<file path="src/rtl/stopwatch_sequencer.sv">
// ============================================================================
// stopwatch_sequencer
//
// Control and timekeeping core of the stopwatch. It sits between the debounced
// key-edge pulses and the 7-segment driver. It owns the run/pause/lap/clear
// state machine and the cascaded BCD time registers (min, ten_sec, sec,
// subsec). It gates the 1/10 s prescaler through timer_enable/timer_reset, and
// it selects either the live time or a frozen lap time for the display.
//
// Parameters:
//   SATURATE     0 = wrap 9:59.9 -> 0:00.0
//                1 = hold at 9:59.9 and drop into PAUSED
//   BLINK_TICKS  ticks per half-period of the lap decimal-point blink (1..15).
//                This parameter exists only when STOPWATCH_LAP_BLINK_EN is
//                defined.
//
// Optional feature macro: STOPWATCH_LAP_BLINK_EN
//   When this macro is defined, the decimal points blink while LAP is shown.
//   When it is undefined, no blink logic is built and disp_dp is constant.
//
// Ports:
//   clock         in   1   system clock
//   reset_n       in   1   asynchronous active-low reset
//   start_stop    in   1   one-cycle key pulse, start/stop
//   reset_lap     in   1   one-cycle key pulse, lap/clear
//   tick          in   1   one-cycle 1/10 s pulse from the prescaler
//   timer_enable  out  1   prescaler enable (RUNNING or LAP)
//   timer_reset   out  1   one-cycle prescaler clear, follows every clear
//   live_digits   out  16  {min, ten_sec, sec, subsec}, BCD
//   disp_digits   out  16  value shown on the display, same packing
//   disp_dp       out  4   decimal-point mask, bit3 = min ... bit0 = subsec
//   state_out     out  2   IDLE=0, RUNNING=1, PAUSED=2, LAP=3
// ============================================================================
module stopwatch_sequencer #(
    parameter int SATURATE = 0
`ifdef STOPWATCH_LAP_BLINK_EN
    ,
    parameter int BLINK_TICKS = 5
`endif
) (
    input  logic        clock,
    input  logic        reset_n,
    input  logic        start_stop,
    input  logic        reset_lap,
    input  logic        tick,
    output logic        timer_enable,
    output logic        timer_reset,
    output logic [15:0] live_digits,
    output logic [15:0] disp_digits,
    output logic [3:0]  disp_dp,
    output logic [1:0]  state_out
);

    typedef enum logic [1:0] {
        IDLE    = 2'd0,
        RUNNING = 2'd1,
        PAUSED  = 2'd2,
        LAP     = 2'd3
    } state_t;

    // Separators after the minute digit and after the seconds digit.
    localparam logic [3:0]  DP_NORMAL = 4'b1010;
    localparam logic [15:0] MAX_TIME  = 16'h9599;

    state_t      state;
    state_t      state_next;

    logic [3:0]  min;
    logic [3:0]  ten_sec;
    logic [3:0]  sec;
    logic [3:0]  subsec;
    logic [3:0]  min_next;
    logic [3:0]  ten_sec_next;
    logic [3:0]  sec_next;
    logic [3:0]  subsec_next;

    logic [15:0] lap_reg;

    logic        active;
    logic        counting;
    logic        at_max;
    logic        saturate_hit;
    logic        do_clear;
    logic        do_capture;

    assign live_digits  = {min, ten_sec, sec, subsec};
    assign state_out    = state;

    // The prescaler runs only while time is advancing; this includes LAP,
    // because the live time keeps counting behind the frozen lap display.
    assign active       = (state == RUNNING) || (state == LAP);
    assign timer_enable = active;
    assign counting     = tick && active;
    assign at_max       = (live_digits == MAX_TIME);
    assign saturate_hit = (SATURATE != 0) && counting && at_max;

    assign disp_digits  = (state == LAP) ? lap_reg : live_digits;

    // ------------------------------------------------------------------------
    // Next-state logic. start_stop is tested first in every state, so a
    // simultaneous reset_lap is dropped. A saturating rollover overrides
    // everything else and parks the machine in PAUSED. This still holds
    // when start_stop would otherwise have resumed or stopped it.
    // ------------------------------------------------------------------------
    always_comb begin
        state_next = state;
        do_clear   = 1'b0;
        do_capture = 1'b0;

        case (state)
            IDLE: begin
                if (start_stop) begin
                    state_next = RUNNING;
                end else if (reset_lap) begin
                    do_clear = 1'b1;
                end
            end
            RUNNING: begin
                if (start_stop) begin
                    state_next = PAUSED;
                end else if (reset_lap) begin
                    state_next = LAP;
                    do_capture = 1'b1;
                end
            end
            LAP: begin
                if (start_stop) begin
                    state_next = PAUSED;
                end else if (reset_lap) begin
                    do_capture = 1'b1;
                end
            end
            PAUSED: begin
                if (start_stop) begin
                    state_next = RUNNING;
                end else if (reset_lap) begin
                    state_next = IDLE;
                    do_clear   = 1'b1;
                end
            end
            default: begin
                state_next = IDLE;
            end
        endcase

        if (saturate_hit) begin
            state_next = PAUSED;
        end
    end

    always_ff @(posedge clock or negedge reset_n) begin
        if (!reset_n) begin
            state <= IDLE;
        end else begin
            state <= state_next;
        end
    end

    // ------------------------------------------------------------------------
    // BCD cascade. A clear always beats a coincident tick. A clear can only
    // happen in IDLE or PAUSED, where ticks are ignored anyway, so the
    // priority is for safety only. Each digit wraps at its own limit. The top
    // of the range is handled as a whole, so the minute digit never carries
    // past 9.
    // ------------------------------------------------------------------------
    always_comb begin
        min_next     = min;
        ten_sec_next = ten_sec;
        sec_next     = sec;
        subsec_next  = subsec;

        if (do_clear) begin
            min_next     = 4'd0;
            ten_sec_next = 4'd0;
            sec_next     = 4'd0;
            subsec_next  = 4'd0;
        end else if (counting) begin
            if (at_max) begin
                if (SATURATE == 0) begin
                    min_next     = 4'd0;
                    ten_sec_next = 4'd0;
                    sec_next     = 4'd0;
                    subsec_next  = 4'd0;
                end
            end else if (subsec != 4'd9) begin
                subsec_next = subsec + 4'd1;
            end else begin
                subsec_next = 4'd0;
                if (sec != 4'd9) begin
                    sec_next = sec + 4'd1;
                end else begin
                    sec_next = 4'd0;
                    if (ten_sec != 4'd5) begin
                        ten_sec_next = ten_sec + 4'd1;
                    end else begin
                        ten_sec_next = 4'd0;
                        min_next     = (min == 4'd9) ? 4'd0 : min + 4'd1;
                    end
                end
            end
        end
    end

    always_ff @(posedge clock or negedge reset_n) begin
        if (!reset_n) begin
            min     <= 4'd0;
            ten_sec <= 4'd0;
            sec     <= 4'd0;
            subsec  <= 4'd0;
        end else begin
            min     <= min_next;
            ten_sec <= ten_sec_next;
            sec     <= sec_next;
            subsec  <= subsec_next;
        end
    end

    // ------------------------------------------------------------------------
    // The lap register captures the value the live counters hold *before*
    // this cycle's tick is applied. Because of this, a tick that coincides
    // with a lap key press does not appear in the captured lap time.
    // ------------------------------------------------------------------------
    always_ff @(posedge clock or negedge reset_n) begin
        if (!reset_n) begin
            lap_reg <= 16'h0000;
        end else if (do_capture) begin
            lap_reg <= live_digits;
        end else if (do_clear) begin
            lap_reg <= 16'h0000;
        end
    end

    // The prescaler clear is registered. It lines up with the first cycle in
    // which the counters read zero.
    always_ff @(posedge clock or negedge reset_n) begin
        if (!reset_n) begin
            timer_reset <= 1'b0;
        end else begin
            timer_reset <= do_clear;
        end
    end

`ifdef STOPWATCH_LAP_BLINK_EN
    localparam logic [3:0] BLINK_LAST = 4'(BLINK_TICKS - 1);

    logic [3:0] blink_cnt;
    logic       blink;

    // ------------------------------------------------------------------------
    // The blink counter restarts only when LAP is first entered. Further lap
    // captures while already in LAP leave the blink phase alone, so the
    // flashing stays steady.
    // ------------------------------------------------------------------------
    always_ff @(posedge clock or negedge reset_n) begin
        if (!reset_n) begin
            blink_cnt <= 4'd0;
            blink     <= 1'b0;
        end else if ((state != LAP) && (state_next == LAP)) begin
            blink_cnt <= 4'd0;
            blink     <= 1'b0;
        end else if ((state == LAP) && tick) begin
            if (blink_cnt >= BLINK_LAST) begin
                blink_cnt <= 4'd0;
                blink     <= ~blink;
            end else begin
                blink_cnt <= blink_cnt + 4'd1;
            end
        end
    end

    assign disp_dp = ((state == LAP) && blink) ? 4'b0000 : DP_NORMAL;
`else
    assign disp_dp = DP_NORMAL;
`endif

endmodule

</file>
<file path="config.mk">
export PLATFORM = sky130hd
export DESIGN_NAME = stopwatch_sequencer
export DESIGN_NICKNAME = d
export VERILOG_FILES = /design/src/rtl/stopwatch_sequencer.sv
export SDC_FILE = /design/constraint.sdc
export NUM_CORES = 1
export LEC_CHECK = 0
export ABC_AREA = 1
export ABC_CLOCK_PERIOD_IN_PS = 2220
export BUFFER_PORTS_ARGS = -buffer_cell sky130_fd_sc_hd__buf_2
export CAP_MARGIN = 20
export CORE_ASPECT_RATIO = 1.1
export CORE_MARGIN = 3
export CORE_UTILIZATION = 51
export CTS_BUF_LIST = sky130_fd_sc_hd__clkbuf_2 sky130_fd_sc_hd__clkbuf_4 sky130_fd_sc_hd__clkbuf_8
export CTS_CLUSTER_SIZE = 12
export DETAILED_ROUTE_END_ITERATION = 6
export PLACE_DENSITY = 0.76
export SLEW_MARGIN = 20
export SYNTH_ARGS = -nofsm -noshare
export SYNTH_HDL_FRONTEND = slang
export SYNTH_SLANG_ARGS = --single-unit
</file>
<file path="constraint.sdc">
create_clock -name clock -period 2.22 [get_ports clock]
set_input_delay 0.444 -clock clock [delete_from_list [all_inputs] [get_ports clock]]
set_output_delay 0.444 -clock clock [all_outputs]
set_load 0.005 [all_outputs]
</file>
==> flow_summary.json <==
{
  "fin_cells": 334,
  "synth.ff_latch_count": 35,
  "grt.total_usage_pct": 20.0,
  "ys.flop_type": "dfrtp_1",
  "synth_edf_count": 0,
  "antenna_found_initial": 0,
  "netlist_area_sq_um": 1940,
  "portBuffers": 40,
  "place_hpwl_um": 2960,
  "rows": 22,
  "relSlewSlack_pct": 48.0,
  "yosys_warnings": 0,
  "irDropWorstVdd_v": 0.000608,
  "finalClockSkew_ps": 13.2,
  "reg2regPathDepth": 7,
  "crit_buf_inv": 2,
  "numCtsBuffers": 5,
  "antennaDiodeCount": 0,
  "cts_resized": 0,
  "die_w_um": 64.7,
  "ys_async_sr_fraction_pct": 100,
  "ant_nets": 0,
  "placedCellCount": 326,
  "r2r-start": "subsec[1]",
  "drt-total-wl_um": 4140,
  "grt_pass1_wl_um": 7310,
  "fin_nets": 298,
  "syn_inst": 247,
  "cts.sinks": 35,
  "area_growth_syn_to_layout_pct": 14.3,
  "dieArea_sq_um": 4570,
  "rr_endpoint": "min[3]",
  "setup_viol_count_final": 0,
  "post-route-period-util_pct": 87.9,
  "clockBufferDepth": 2,
  "crit_start": "state_out[0]",
  "hold_violations": 0,
  "ys_types": 26,
  "power.total_mw": 2.47,
  "fin_util_pct": 63.3,
  "slew_violations": 0,
  "gp_congestion": 0.800,
  "max_slew.worst_pin.slew_ps": 781,
  "via_per_inst": 5.11,
  "grt_setup_unrepaired": "false",
  "worstSkewPairLatency_ps": 350,
  "cts_tree": "built",
  "cts_max_level": 2,
  "post_cts_buffers": 0,
  "path_cells": "nand2_1 -> buf_4 -> nand2_1 -> o21ai_0 -> buf_2",
  "leakage_nw": 1.19,
  "slowest_delay_ps": 470,
  "final_common_cell": "nand2_1",
  "endpoint_kind": "output pin",
  "crit_fanout": 33,
  "num_vias": 1707,
  "cpMostUsedCell": "nand2_1",
  "seq_area_frac_synth_pct": 45.2,
  "avgSynthCellArea_sq_um": 7.84,
  "arrival_ps": 1510,
  "drcViolationCount": 0,
  "setup_tns_ps": 0,
  "cts_root_buffer": "clkbuf_4",
  "grt-ovfl-total": 0,
  "die_h_um": 70.6,
  "largest_reg_flops": 16,
  "ioPinCount": 45,
  "power_per_cell_area_nw_per_um2": 1120,
  "ctsHoldBuffers": 0,
  "post-route-min-period_ps": 1950,
  "core-area_sq_um": 3500,
  "crit_type": "register to output pin",
  "path_clk_slew_ps": 110,
  "outcome": "finished clean",
  "min_path_type": "input pin to async pin",
  "grt_max_degree": 36,
  "max-cap-violations": 0,
  "grt_pass1_vias": 1557,
  "fmax_ghz": 0.513,
  "drive_above_1_share_pct": 20.6,
  "slowest_stage": "dfrtp_1",
  "start_util_pct": 55.4,
  "dr.pass1.iters": 4,
  "r2r_setup_slack_ps": 570,
  "worst_setup_path_start_kind": "register",
  "required_ps": 1780,
  "mostFrequentLayoutCells": "nand2_1 (65), buf_2 (40), inv_1 (36), dfrtp_1 (35), o21ai_0 (24)",
  "drt_iter0_markers": 95,
  "path_delay_family": "flip-flops",
  "wire_per_inst_um": 12.4
}
==> kinds of logic after synthesis <==
family	count (synthesis)	share of synthesized area, %
flip-flops	35	45.2
AO/OA/AOI/OAI	44	12.7
XOR/XNOR	2	0.905
other	2	0.388
buffers and inverters	49	10.9
adder cells (fa/ha/maj)	8	5.17
AND/OR/NAND/NOR	107	24.8
==> per-layer routing <==
metal / vias up / global-route usage, % / routed length, um
li1: 858 / - / -
met3: 7 / 4.29 / 193
met1: 799 / 28.4 / 1950
met5: - / 0 / 0
met4: 0 / 5.63 / 57
met2: 43 / 30.9 / 1940
==> how the worst max path moves through the flow <==
stage                 endpoint  slack [ps]  depth (start not counted)
2_1_floorplan   disp_digits[0]         740                          4
5_1_grt         disp_digits[6]         100                          5
3_5_place_dp            min[3]         610                          7
4_1_cts        disp_digits[12]         260                          5
3_3_place_gp            min[3]         640                          7
6_report       disp_digits[12]         270                          5
==> layout make-up <==
cell class	count	area [sq um]
Multi-Input combinational cell	165	857
Timing Repair Buffer	41	208
Tap cell	48	60.1
Inverter	37	139
Sequential cell	35	876
Clock buffer	8	72.6
Fill cell	327	1280
==> through the flow <==
stage | hold WS, ps | worst slack, ps | cell area [sq um]
6_report | 165 | 269 | 2210
5_1_grt | 215 | 104 | 2210
4_1_cts | 191 | 256 | 2210
3_5_place_dp | 527 | 607 | 2140
3_3_place_gp | 513 | 637 | 2140
2_1_floorplan | 148 | 745 | 1940
==> report_power, final <==
part           total, mW  leakage [nW]  switching [mW]  internal, mW
Combinational       1.02         0.677           0.592         0.428
Sequential          1.04         0.467           0.222         0.816
Clock              0.412        0.0420           0.214         0.199
Total               2.47          1.19            1.03          1.44
==> cell usage after synthesis (4+ instances only) <==
master / n / share of area (%)
nand2_1: 65 / 13
inv_1: 36 / 7.0
dfrtp_1: 35 / 45
o21ai_0: 24 / 6.2
nand3_1: 18 / 4.7
nor2_1: 12 / 2.3
o22ai_1: 12 / 3.9
ha_1: 8 / 5.2
buf_4: 4 / 1.6
clkbuf_1: 4 / 0.78
nand4_1: 4 / 1.3
Note: power is estimated with default switching activity, not from simulation.
